--- src/rtl/mem_stage_lsu_pkg.sv ---
// -----------------------------------------------------------------------------
// mem_stage_lsu_pkg
// Shared constants for the MEM-stage load/store unit: data width, RV32I
// load/store funct3 codes, error-cause codes, FSM state encodings, and the
// access-size type with its decode helper.
// -----------------------------------------------------------------------------
package mem_stage_lsu_pkg;

  localparam int LSU_XLEN = 32;

  // RV32I load/store funct3 (stores share the low codes with loads)
  localparam logic [2:0] F3_B  = 3'b000;
  localparam logic [2:0] F3_H  = 3'b001;
  localparam logic [2:0] F3_W  = 3'b010;
  localparam logic [2:0] F3_BU = 3'b100;
  localparam logic [2:0] F3_HU = 3'b101;

  // err_cause_o encodings
  localparam logic [1:0] CAUSE_ACCESS_FAULT = 2'b00;
  localparam logic [1:0] CAUSE_MISALIGN_LD  = 2'b01;
  localparam logic [1:0] CAUSE_MISALIGN_ST  = 2'b10;
  localparam logic [1:0] CAUSE_ILLEGAL_F3   = 2'b11;

  // FSM state encodings
  localparam logic [0:0] ST_IDLE      = 1'b0;
  localparam logic [0:0] ST_RMW_WRITE = 1'b1;

  typedef enum logic [1:0] {
    SIZE_BYTE = 2'b00,
    SIZE_HALF = 2'b01,
    SIZE_WORD = 2'b10
  } lsu_size_e;

  // Access size from funct3[1:0]; the unsigned bit (funct3[2]) is handled separately.
  function automatic lsu_size_e size_of(input logic [2:0] funct3);
    case (funct3[1:0])
      2'b00:   return SIZE_BYTE;
      2'b01:   return SIZE_HALF;
      default: return SIZE_WORD;
    endcase
  endfunction

endpackage

--- src/rtl/mem_stage_lsu_align.sv ---
// -----------------------------------------------------------------------------
// mem_stage_lsu_align
// Purely combinational lane logic shared by loads and sub-word stores.
//   word_i       : word read from RAM
//   offset_i     : byte offset inside the word (addr[1:0])
//   size_i       : access size (lsu_size_e encoding)
//   unsigned_i   : 1 = zero-extend load, 0 = sign-extend
//   wdata_i      : store data; low byte/half is merged for SB/SH
//   load_data_o  : selected lane, extended to 32 bits
//   merge_data_o : word_i with the addressed lane replaced by store data
// -----------------------------------------------------------------------------
module mem_stage_lsu_align
  import mem_stage_lsu_pkg::*;
(
  input  logic [LSU_XLEN-1:0] word_i,
  input  logic [1:0]          offset_i,
  input  logic [1:0]          size_i,
  input  logic                unsigned_i,
  input  logic [LSU_XLEN-1:0] wdata_i,
  output logic [LSU_XLEN-1:0] load_data_o,
  output logic [LSU_XLEN-1:0] merge_data_o
);

  lsu_size_e   size;
  logic [7:0]  byte_lane;
  logic [15:0] half_lane;

  // NOTE: every variable assigned in an always_comb gets a default first, so no path can leave it unassigned and infer a latch.
  always_comb begin
    size      = lsu_size_e'(size_i);
    byte_lane = word_i[{offset_i, 3'b000} +: 8];
    // Halves are selected by addr[1] only; addr[0] is guaranteed 0 by the alignment check.
    half_lane = word_i[{offset_i[1], 4'b0000} +: 16];

    case (size)
      SIZE_BYTE: load_data_o = unsigned_i ? {24'h0, byte_lane}
                                          : {{24{byte_lane[7]}}, byte_lane};
      SIZE_HALF: load_data_o = unsigned_i ? {16'h0, half_lane}
                                          : {{16{half_lane[15]}}, half_lane};
      default:   load_data_o = word_i;
    endcase

    merge_data_o = word_i;
    case (size)
      SIZE_BYTE: merge_data_o[{offset_i, 3'b000} +: 8]      = wdata_i[7:0];
      SIZE_HALF: merge_data_o[{offset_i[1], 4'b0000} +: 16] = wdata_i[15:0];
      default:   merge_data_o = wdata_i;
    endcase
  end

endmodule

--- src/rtl/mem_stage_lsu.sv ---
// -----------------------------------------------------------------------------
// mem_stage_lsu
// MEM-stage load/store unit between the EX/MEM register and a word-wide RAM
// without byte enables. Loads read and extend in one cycle; SW writes
// directly; SB/SH take a read cycle (stalling the front end) followed by a
// write of the merged word. Produces the registered MEM/WB result and a
// one-cycle error pulse for illegal funct3, misalignment and range faults.
//
// Ports
//   clk_100MHz, arst_n          : clock, async active-low reset
//   mem_req_i/we_i/funct3_i     : memory op present / store / RV32I funct3
//   mem_addr_i, mem_wdata_i     : effective byte address, store data
//   ex_result_i, rd_addr_i/we_i : ALU result and destination from EX/MEM
//   stall_o                     : holds IF..EX/MEM during the RMW read cycle
//   r_ena_o/r_addr_o/r_data_i   : RAM read port (combinational data)
//   w_ena_o/w_addr_o/w_data_o   : RAM write port (addr/data hold last write)
//   wb_data_o/rd_addr_o/rd_we_o : MEM/WB register
//   err_o, err_cause_o          : registered error pulse and cause
// -----------------------------------------------------------------------------
module mem_stage_lsu
  import mem_stage_lsu_pkg::*;
#(
  parameter int XLEN      = 32,
  parameter int MEM_DEPTH = 1024
) (
  input  logic            clk_100MHz,
  input  logic            arst_n,
  input  logic            mem_req_i,
  input  logic            mem_we_i,
  input  logic [2:0]      mem_funct3_i,
  input  logic [XLEN-1:0] mem_addr_i,
  input  logic [XLEN-1:0] mem_wdata_i,
  input  logic [XLEN-1:0] ex_result_i,
  input  logic [4:0]      rd_addr_i,
  input  logic            rd_we_i,
  output logic            stall_o,
  output logic            r_ena_o,
  output logic [XLEN-1:0] r_addr_o,
  input  logic [XLEN-1:0] r_data_i,
  output logic            w_ena_o,
  output logic [XLEN-1:0] w_addr_o,
  output logic [XLEN-1:0] w_data_o,
  output logic [XLEN-1:0] wb_data_o,
  output logic [4:0]      wb_rd_addr_o,
  output logic            wb_rd_we_o,
  output logic            err_o,
  output logic [1:0]      err_cause_o
);

  localparam logic [XLEN-1:0] ADDR_LIMIT = XLEN'(MEM_DEPTH * 4);

  logic [0:0]      state_q, state_d;
  logic [XLEN-1:0] merge_q, merge_d;
  logic [XLEN-1:0] rmw_addr_q, rmw_addr_d;
  logic [XLEN-1:0] w_addr_q, w_data_q;
  logic [XLEN-1:0] wb_data_q, wb_data_d;
  logic [4:0]      wb_rd_addr_q, wb_rd_addr_d;
  logic            wb_rd_we_q, wb_rd_we_d;
  logic            err_q, err_d;
  logic [1:0]      err_cause_q, err_cause_d;

  lsu_size_e       size;
  logic            in_rmw_write, req_idle;
  logic            illegal, misaligned, out_of_range, err_any;
  logic [1:0]      cause;
  logic            do_load, do_sw, do_rmw;
  logic [XLEN-1:0] word_addr, load_data, merge_data;

  // ---------------------------------------------------------------------------
  // Decode and checks (only meaningful for a request seen in IDLE)
  // ---------------------------------------------------------------------------
  always_comb begin
    size         = size_of(mem_funct3_i);
    in_rmw_write = (state_q == ST_RMW_WRITE);
    req_idle     = mem_req_i && !in_rmw_write;
    word_addr    = {mem_addr_i[XLEN-1:2], 2'b00};

    // funct3 011 is not an RV32I store either (it would be SD), so it joins 1xx.
    if (mem_we_i) illegal = mem_funct3_i[2] || (mem_funct3_i[1:0] == 2'b11);
    else          illegal = (mem_funct3_i == 3'b011) || (mem_funct3_i[2:1] == 2'b11);

    misaligned   = ((size == SIZE_HALF) && mem_addr_i[0]) ||
                   ((size == SIZE_WORD) && (mem_addr_i[1:0] != 2'b00));
    out_of_range = (mem_addr_i >= ADDR_LIMIT);

    if (illegal)         cause = CAUSE_ILLEGAL_F3;
    else if (misaligned) cause = mem_we_i ? CAUSE_MISALIGN_ST : CAUSE_MISALIGN_LD;
    else                 cause = CAUSE_ACCESS_FAULT;

    err_any = req_idle && (illegal || misaligned || out_of_range);
    do_load = req_idle && !err_any && !mem_we_i;
    do_sw   = req_idle && !err_any && mem_we_i && (size == SIZE_WORD);
    do_rmw  = req_idle && !err_any && mem_we_i && (size != SIZE_WORD);
  end

  mem_stage_lsu_align u_align (
    .word_i       (r_data_i),
    .offset_i     (mem_addr_i[1:0]),
    .size_i       (size),
    .unsigned_i   (mem_funct3_i[2]),
    .wdata_i      (mem_wdata_i),
    .load_data_o  (load_data),
    .merge_data_o (merge_data)
  );

  // ---------------------------------------------------------------------------
  // RAM ports. When idle, the write port shows the last committed write so a
  // spurious sample of it is a harmless re-write of the same value.
  // ---------------------------------------------------------------------------
  always_comb begin
    r_ena_o  = do_load || do_rmw;
    r_addr_o = word_addr;
    stall_o  = do_rmw;
    w_ena_o  = do_sw || in_rmw_write;
    if (in_rmw_write) begin
      w_addr_o = rmw_addr_q;
      w_data_o = merge_q;
    end else if (do_sw) begin
      w_addr_o = word_addr;
      w_data_o = mem_wdata_i;
    end else begin
      w_addr_o = w_addr_q;
      w_data_o = w_data_q;
    end
  end

  // ---------------------------------------------------------------------------
  // Next state: FSM, merge latch, MEM/WB register
  // ---------------------------------------------------------------------------
  always_comb begin
    state_d      = state_q;
    merge_d      = merge_q;
    rmw_addr_d   = rmw_addr_q;
    wb_data_d    = wb_data_q;
    wb_rd_addr_d = wb_rd_addr_q;
    wb_rd_we_d   = wb_rd_we_q;
    err_d        = 1'b0;
    err_cause_d  = err_cause_q;

    if (in_rmw_write) begin
      // The held store is consumed here; the write itself happens on this edge.
      state_d    = ST_IDLE;
      wb_rd_we_d = 1'b0;
    end else if (!mem_req_i) begin
      wb_data_d    = ex_result_i;
      wb_rd_addr_d = rd_addr_i;
      wb_rd_we_d   = rd_we_i;
    end else if (err_any) begin
      wb_rd_we_d  = 1'b0;
      err_d       = 1'b1;
      err_cause_d = cause;
    end else if (do_load) begin
      wb_data_d    = load_data;
      wb_rd_addr_d = rd_addr_i;
      wb_rd_we_d   = rd_we_i;
    end else begin
      // Stores write no register; SB/SH also inject a bubble while merging.
      wb_rd_we_d = 1'b0;
      if (do_rmw) begin
        state_d    = ST_RMW_WRITE;
        merge_d    = merge_data;
        rmw_addr_d = word_addr;
      end
    end
  end

  // NOTE: sequential state uses non-blocking assignments so every register samples pre-edge values regardless of statement order.
  always_ff @(posedge clk_100MHz or negedge arst_n) begin
    if (!arst_n) begin
      state_q      <= ST_IDLE;
      merge_q      <= '0;
      rmw_addr_q   <= '0;
      w_addr_q     <= '0;
      w_data_q     <= '0;
      wb_data_q    <= '0;
      wb_rd_addr_q <= '0;
      wb_rd_we_q   <= 1'b0;
      err_q        <= 1'b0;
      err_cause_q  <= '0;
    end else begin
      state_q      <= state_d;
      merge_q      <= merge_d;
      rmw_addr_q   <= rmw_addr_d;
      wb_data_q    <= wb_data_d;
      wb_rd_addr_q <= wb_rd_addr_d;
      wb_rd_we_q   <= wb_rd_we_d;
      err_q        <= err_d;
      err_cause_q  <= err_cause_d;
      if (w_ena_o) begin
        w_addr_q <= w_addr_o;
        w_data_q <= w_data_o;
      end
    end
  end

  assign wb_data_o    = wb_data_q;
  assign wb_rd_addr_o = wb_rd_addr_q;
  assign wb_rd_we_o   = wb_rd_we_q;
  assign err_o        = err_q;
  assign err_cause_o  = err_cause_q;

endmodule

--- config.mk ---
export PLATFORM = sky130hd
export DESIGN_NAME = mem_stage_lsu
export DESIGN_NICKNAME = d
export VERILOG_FILES = /design/src/rtl/mem_stage_lsu_pkg.sv /design/src/rtl/mem_stage_lsu_align.sv /design/src/rtl/mem_stage_lsu.sv
export SDC_FILE = /design/constraint.sdc
export NUM_CORES = 1
export LEC_CHECK = 0
export CAP_MARGIN = 20
export CORE_MARGIN = 3
export CORE_UTILIZATION = 54
export CTS_BUF_LIST = sky130_fd_sc_hd__clkbuf_4
export DETAILED_ROUTE_END_ITERATION = 10
export PLACE_DENSITY = 0.93
export SETUP_SLACK_MARGIN = 0.02
export SYNTH_ARGS = -nofsm -noshare
export SYNTH_HDL_FRONTEND = slang
export SYNTH_HIERARCHICAL = 1
export SYNTH_SLANG_ARGS = --single-unit
--- constraint.sdc ---
create_clock -name clk_100MHz -period 7.54 [get_ports clk_100MHz]
set_clock_uncertainty 0.1 [all_clocks]
set_input_delay 1.508 -clock clk_100MHz [delete_from_list [all_inputs] [get_ports clk_100MHz]]
set_output_delay 1.508 -clock clk_100MHz [all_outputs]
set_load 0.05 [all_outputs]
---- Word-level counts from Yosys, hierarchy flattened ----
Cells that the tools add are included.
word-level totals
  flip-flop bits (word level) ............. 168
  bits of input ports ..................... 141
  output and inout bits ................... 140
  logic and storage cells ................. 89
cells by class
  add/subtract/negate cells ............... 2
  order comparisons ....................... 1
  equal/unequal tests ..................... 9
  shifts and indexed selects .............. 6
  muxes and demuxes ....................... 33
  bitwise logic cells ..................... 3
  reduce and logical (&&, ||, !) cells .... 25
operator list
  cell                                                                                   number
  32-bit 2-to-1 mux                                                                      9
  32-bit case mux with 2 select lines                                                    2
  32-bit bitwise mux                                                                     2
  32-bit by 13-bit greater-or-equal comparator with 1-bit output, second input constant  1
  16-bit by 7-bit variable shift with 32-bit output, first input constant                1
  8-bit by 7-bit variable shift with 32-bit output, first input constant                 1
  16-bit by 7-bit indexed part select with 32-bit output                                 1
  32-bit by 6-bit indexed part select with 16-bit output                                 1
  32-bit by 6-bit indexed part select with 8-bit output                                  1
  8-bit by 7-bit indexed part select with 32-bit output                                  1
  5-bit 2-to-1 mux                                                                       3
  5-bit negation with 7-bit output                                                       2
  1-bit 2-to-1 mux                                                                       13
  1-bit logical AND                                                                      9
  1-bit logical OR                                                                       7
  2-bit equality test, second input constant                                             3
  2-bit 2-to-1 mux                                                                       3
  3-bit AND reduction                                                                    2
  5-bit AND reduction                                                                    1
  2-bit by 1-bit equality test with 1-bit output, second input constant                  2
  2-bit logical NOT                                                                      2
  2-bit != test, second input constant                                                   2
  2-bit case mux with 2 select lines                                                     1
  3-bit by 2-bit equality test with 1-bit output, second input constant                  1
  other kinds (4)                                                                        8

---- Depth between registers and ports, before layout ----
  depth after elaboration ................. 17
  gate-level depth with buffers ........... 10
  gate-level depth less buffers ........... 7

---- Modules after synthesis ----
The synthesis kept the hierarchy.
by module, submodules not included
  module               instances  cells an instance  area each (µm²)  seq. area each (µm²)
  mem_stage_lsu        1          598                8246.7           4204.0
  mem_stage_lsu_align  1          267                1697.9           0.0

---- Worst setup path after synthesis ----
Ideal clock, no wire load.
  path type ............................... input port to output port
  start point ............................. input mem_funct3_i[0]
  end point ............................... output stall_o
  data arrival time ....................... 4.031 ns
  data required time ...................... 5.932 ns
  slack ................................... 1.901 ns
  stages on the path ...................... 6
  cells stage by stage .................... buf_6 o41ai_2 and3_1 clkbuf_1 nand2_1 nor4b_1
between the ends
  word-level cells in the longest chain between the ends .. 12
ends and longest elaborated chain
  what                                                                                          RTL line                                  RTL
  start: declaration                                                                            mem_stage_lsu.sv:30                       input logic [2:0] mem_funct3_i,
  2-bit by 1-bit equality test with 1-bit output / 2-bit logical NOT (equally long branches)    mem_stage_lsu_pkg.sv:36                   case (funct3[1:0])
  2-bit case mux with 2 select lines                                                            mem_stage_lsu_pkg.sv:36
  2-bit by 1-bit equality test with 1-bit output / 2-bit equality test (equally long branches)  mem_stage_lsu.sv:82, mem_stage_lsu.sv:83
  1-bit logical AND (on tied branches)                                                          mem_stage_lsu.sv:82, mem_stage_lsu.sv:83
  1-bit logical OR                                                                              mem_stage_lsu.sv:82                       misaligned = ((size == SIZE_HALF) && mem_addr_i[0]) ||
  1-bit logical OR (2 in a row)                                                                 mem_stage_lsu.sv:90                       err_any = req_idle && (illegal || misaligned || out_of_range);
  1-bit logical AND                                                                             mem_stage_lsu.sv:90
  1-bit logical NOT                                                                             mem_stage_lsu.sv:93                       do_rmw = req_idle && !err_any && mem_we_i && (size != SIZE_WORD);
  1-bit logical AND (2 in a row)                                                                mem_stage_lsu.sv:93
  1-bit logical AND *                                                                           mem_stage_lsu.sv:93
  end: declaration                                                                              mem_stage_lsu.sv:36                       output logic stall_o,
Every way passes the cells marked *; elsewhere a longest branch is shown, timed or not.

---- Worst setup path in the final report ----
  start point ............................. input mem_addr_i[0]
  end point ............................... output w_addr_o[3]
between the ends
  word-level cells in the longest chain between the ends .. 12
ends and longest elaborated chain
  what                                                                                                    RTL line              RTL
  start: declaration                                                                                      mem_stage_lsu.sv:31   input logic [XLEN-1:0] mem_addr_i,
  branches (longest 4 deep; another with 32-bit by 13-bit greater-or-equal comparator with 1-bit output)  n/a
  1-bit logical OR *                                                                                      mem_stage_lsu.sv:90
  1-bit logical AND *                                                                                     mem_stage_lsu.sv:90
  1-bit logical NOT *                                                                                     mem_stage_lsu.sv:92   do_sw = req_idle && !err_any && mem_we_i && (size == SIZE_WORD);
  1-bit logical AND * (3 in a row)                                                                        mem_stage_lsu.sv:92
  32-bit 2-to-1 mux *                                                                                     mem_stage_lsu.sv:118  end else if (do_sw) begin
  32-bit 2-to-1 mux *                                                                                     mem_stage_lsu.sv:115  if (in_rmw_write) begin
  end: declaration                                                                                        mem_stage_lsu.sv:41   output logic [XLEN-1:0] w_addr_o,
Every way passes the cells marked *.

==> results <==
- The flow ran to the end, and the final reports show no timing, DRC or antenna violations.
- The tool flagged a number of max-cap violations equal to 0.
- The final number of hold-violating endpoints is 0.
- STA classifies the critical path startpoint as a primary input.
- The critical path is of the in -> out type.
- The worst-case IR drop observed on VDD is 0.1034 mV.
- The CTS root buffer is sky130_fd_sc_hd__clkbuf_4.
- The synthesis-to-finish area growth is 28.71%.
- The total of hold buffers inserted after clock tree synthesis is 0.
- The overall global routing resource usage is 0.2929.
- The number of instances resized during post-cts repair is 0.
- Data on the critical path arrives at its endpoint at 4.88 ns.
- Dividing the detail-routed wire length by the instance count gives 22.84 um.
- The normalized max-slew margin is 0.2776.
- The count of buffers inserted at the top-level ports is 278.
- The pin count of the biggest net entering global routing is 107.
- The congestion estimate from routability-driven global placement came to 1.009.
- The synthesized area per cell is 11.50 sq um.
- In this run the standard cell core region covers 17660 sq um.
- The clock slew at the register clock pins of the worst setup and hold paths is 0.17 ns.
- The final number of max-transition violations is 0.
- The CTS tree is done.
- The die is 141.7 um tall.
- The power per cell area is 151.7 nW/um^2.
- The worst-case hold slack is 0.4073 ns.
- For this run, asynchronously set or reset flops after synthesis account for 1.000.
- The detailed-router iteration count before antenna repair is 5.
- The number of nets in the layout is 1214.
- Traced cell by cell, the critical path runs through clkdlybuf4s50_1 -> o41ai_2 -> nand3_1 -> or4_4 -> mux2_4 -> clkdlybuf4s50_1.
- The via count normalized by instance count is 6.340.
- The post-synthesis sequential area ratio is 0.4227.
- In this design, the largest share of critical-path delay is due to buffers and inverters.
- In this run, synthesis produced a sequential element count of 168.
- The number of enable flip-flop cells after synthesis is 0.
- The number of antenna violations at the first check in global routing was 1.
- 281 I/O pins were placed.
- The cell repeated most along the worst path is sky130_fd_sc_hd__clkdlybuf4s50_1.
- The master of the slowest instance on the critical path is sky130_fd_sc_hd__or4_4.
- The H-tree was split into 4 levels.
- Once the clock tree was built, the setup fixing pass inserted 0 buffers.
- Setup violations remaining at the end of the flow were counted as 0.
- The critical path data required time is 5.93 ns.
- The cell row count is 48.
- The number of nets with antenna violations after detailed routing is 0.
- The floorplan die area is 20080 sq um.
- The Yosys step of the flow raised 6 warnings.
- The leakage power figure is 5.946 nW.
- On the worst path, the slowest cell contributes a delay of 0.92 ns.
- Dividing the final minimum period by the clock period gives 0.8600.
- The critical path crosses 6 cells after its start point.
- The clock passes through at most 2 buffers.
- The number of design rule violations left after detail routing is 0.
- The detailed-route wire length is 29.87 mm.
- Of the cells placed in the final design, the portion with a size suffix greater than 1 is 0.2812.
- The via count of the first global-routing pass is 8257.
- In this run the worst path has a maximum fanout of 47.
- The setup TNS is 0 ns.
- TritonCTS created 17 clock buffers.
- The worst register-to-register path begins at in_rmw_write$_DFF_PN0_.
- The number of different library cells in the post-synthesis netlist is 55.
- The clock network latency to the later pin of the worst-skew pair is 0.59 ns.
- The top flip-flop cell by instance count after synthesis is sky130_fd_sc_hd__dfrtp_1.
- Timing would allow up to 154.2 MHz.
- The worst-margin pin slew is 1.080 ns.
- STA classifies the critical path endpoint as an output port.
- The count of cells in the finished layout, fillers not included, comes to 1308.
- After the first detailed-routing iteration, the DRC count stood at 1008.
- The die boundary width is 141.7 um.
- The first global-routing pass estimated 46.58 mm of wire.
- For the worst flop-to-flop path, the logic depth is 4.
- Counting every sink on the clock net gives 168.
- The synthesized instance count is 865.
- The remaining global-route overflow is 0.
- Across all register-to-register paths, the minimum setup slack is 4.26 ns.
- Subtracting the final worst setup slack from the clock period gives 6.484 ns.
- Tracing the worst setup path back leads to its startpoint at mem_addr_i[0].
- The starting utilization of the core area is 0.5632.
- Setup repair after global routing left no endpoint under its margin.
- The number of cells after detailed placement is 1272.
- The mapped netlist covers 9945 sq um.
- The wire-length estimate of the detail-placed layout is 21.27 mm.
- The min-delay analysis places its worst path in the category reg -> reg.
- The worst setup path endpoint is w_addr_o[3].
- The worst reg2reg path endpoint is w_data_q[0]$_DFFE_PN0P_.
- The total number of vias is 8293.
- Counting both buffers and inverters, the worst setup path holds a total of 2.
==> logic make-up after synthesis <==
group / after synthesis / synth area share
other: 1 / 0.0003771
AND/OR/NAND/NOR: 181 / 0.1008
multiplexers: 192 / 0.2384
AO/OA/AOI/OAI: 202 / 0.1665
adder cells (fa/ha/maj): 5 / 0.006291
flip-flops: 168 / 0.4227
buffers and inverters: 116 / 0.06492
==> layer usage <==
metal  vias to the layer above  routed length [um]  global-route usage
met1                      4117               12160              0.3975
met5                         -                   0                   0
li1                       3621                   -                   -
met4                         0                 862              0.1040
met3                        75                2556             0.06134
met2                       480               14290              0.4673
==> layout make-up <==
class | instances | area (sq um)
fill | 1244 | 4857
sequential | 168 | 4208
clock inverter | 15 | 191.4
clock buffer | 17 | 127.6
multi-input combinational | 582 | 5132
inverter | 8 | 30.03
timing repair buffer | 291 | 2824
antenna | 2 | 5.005
tap | 225 | 281.5
==> placed cells by master (no fill, tap or decap), types with 7 or more instances in the layout <==
| master | n |
|---|---|
| sky130_fd_sc_hd__clkdlybuf4s50_1 | 247 |
| sky130_fd_sc_hd__dfrtp_1 | 167 |
| sky130_fd_sc_hd__mux2_2 | 119 |
| sky130_fd_sc_hd__nand2_1 | 61 |
| sky130_fd_sc_hd__mux2_4 | 60 |
| sky130_fd_sc_hd__a22o_1 | 58 |
| sky130_fd_sc_hd__a21oi_1 | 43 |
| sky130_fd_sc_hd__buf_4 | 41 |
| sky130_fd_sc_hd__or3_1 | 32 |
| sky130_fd_sc_hd__o221a_2 | 32 |
| sky130_fd_sc_hd__and2_1 | 26 |
| sky130_fd_sc_hd__clkbuf_4 | 17 |
| sky130_fd_sc_hd__mux2i_1 | 13 |
| sky130_fd_sc_hd__nor2b_1 | 11 |
| sky130_fd_sc_hd__nor4_1 | 10 |
| sky130_fd_sc_hd__nand2b_1 | 10 |
| sky130_fd_sc_hd__o21ai_0 | 10 |
| sky130_fd_sc_hd__a22oi_1 | 8 |
| sky130_fd_sc_hd__a211o_1 | 7 |
| sky130_fd_sc_hd__a222oi_1 | 7 |
| sky130_fd_sc_hd__o221ai_1 | 7 |
==> worst reg2reg max path, delay by kind of cell, from the launching register on <==
family / cells / cell delay, ns
flip-flops: 1 / 0.86
multiplexers: 1 / 0.43
AND/OR/NAND/NOR: 2 / 1.09
buffers and inverters: 1 / 0.70
==> worst min-delay path by stage <==
| stage | cells past startpoint | to | from |
|---|---|---|---|
| 4_1_cts | 1 | w_addr_q[1]$_DFFE_PN0P_ | w_addr_q[1]$_DFFE_PN0P_ |
| 6_report | 1 | w_addr_q[1]$_DFFE_PN0P_ | w_addr_q[1]$_DFFE_PN0P_ |
| 3_3_place_gp | 1 | w_addr_q[1]$_DFFE_PN0P_ | w_addr_q[1]$_DFFE_PN0P_ |
| 5_1_grt | 1 | w_addr_q[1]$_DFFE_PN0P_ | w_addr_q[1]$_DFFE_PN0P_ |
| 2_1_floorplan | 1 | w_addr_q[0]$_DFFE_PN0P_ | w_addr_q[0]$_DFFE_PN0P_ |
| 3_5_place_dp | 1 | w_addr_q[1]$_DFFE_PN0P_ | w_addr_q[1]$_DFFE_PN0P_ |
==> Yosys cell counts (8+ instances only) <==
master                     instances  area [sq um]
sky130_fd_sc_hd__a21oi_1          43         215.2
sky130_fd_sc_hd__a22o_1           58         508.0
sky130_fd_sc_hd__a22oi_1           8         60.06
sky130_fd_sc_hd__and2_1           26         162.7
sky130_fd_sc_hd__buf_2            12         60.06
sky130_fd_sc_hd__buf_4            34         255.2
sky130_fd_sc_hd__buf_6             9         101.4
sky130_fd_sc_hd__clkbuf_1         52         195.2
sky130_fd_sc_hd__dfrtp_1         168          4204
sky130_fd_sc_hd__mux2_2          119          1340
sky130_fd_sc_hd__mux2_4           60         900.9
sky130_fd_sc_hd__mux2i_1          13         130.1
sky130_fd_sc_hd__nand2_1          61         229.0
sky130_fd_sc_hd__nand2b_1         10         62.56
sky130_fd_sc_hd__nor2b_1          12         75.07
sky130_fd_sc_hd__nor4_1           10         62.56
sky130_fd_sc_hd__o21ai_0          10         50.05
sky130_fd_sc_hd__o221a_2          32         360.4
sky130_fd_sc_hd__or3_1            32         200.2
==> flip-flops by register name, summed over array words and instances (netlist names) <==
register      flops
merge_q          32
w_addr_q         32
w_data_q         32
wb_data_o        32
rmw_addr_q       30
wb_rd_addr_o      5
err_cause_o       2
err_o             1
in_rmw_write      1
wb_rd_we_o        1
==> stage by stage <==
step	worst slack, ns	area, sq um	utilization	total power, mW
after global placement	1.145	12440	0.7046	1.376
final	1.056	12800	0.7249	1.941
after detailed placement	1.080	12440	0.7046	1.383
after floorplan	1.901	9948	-	1.188
after global routing	0.9268	12800	0.7249	2.013
after CTS	1.059	12760	0.7226	1.950
==> power breakdown <==
| group | internal (mW) | total, mW | switching [mW] |
|---|---|---|---|
| clock network | 0.164 | 0.570 | 0.405 |
| logic | 0.179 | 0.439 | 0.260 |
| registers | 0.921 | 0.933 | 0.0116 |
Note: power is estimated with default switching activity, not from simulation.
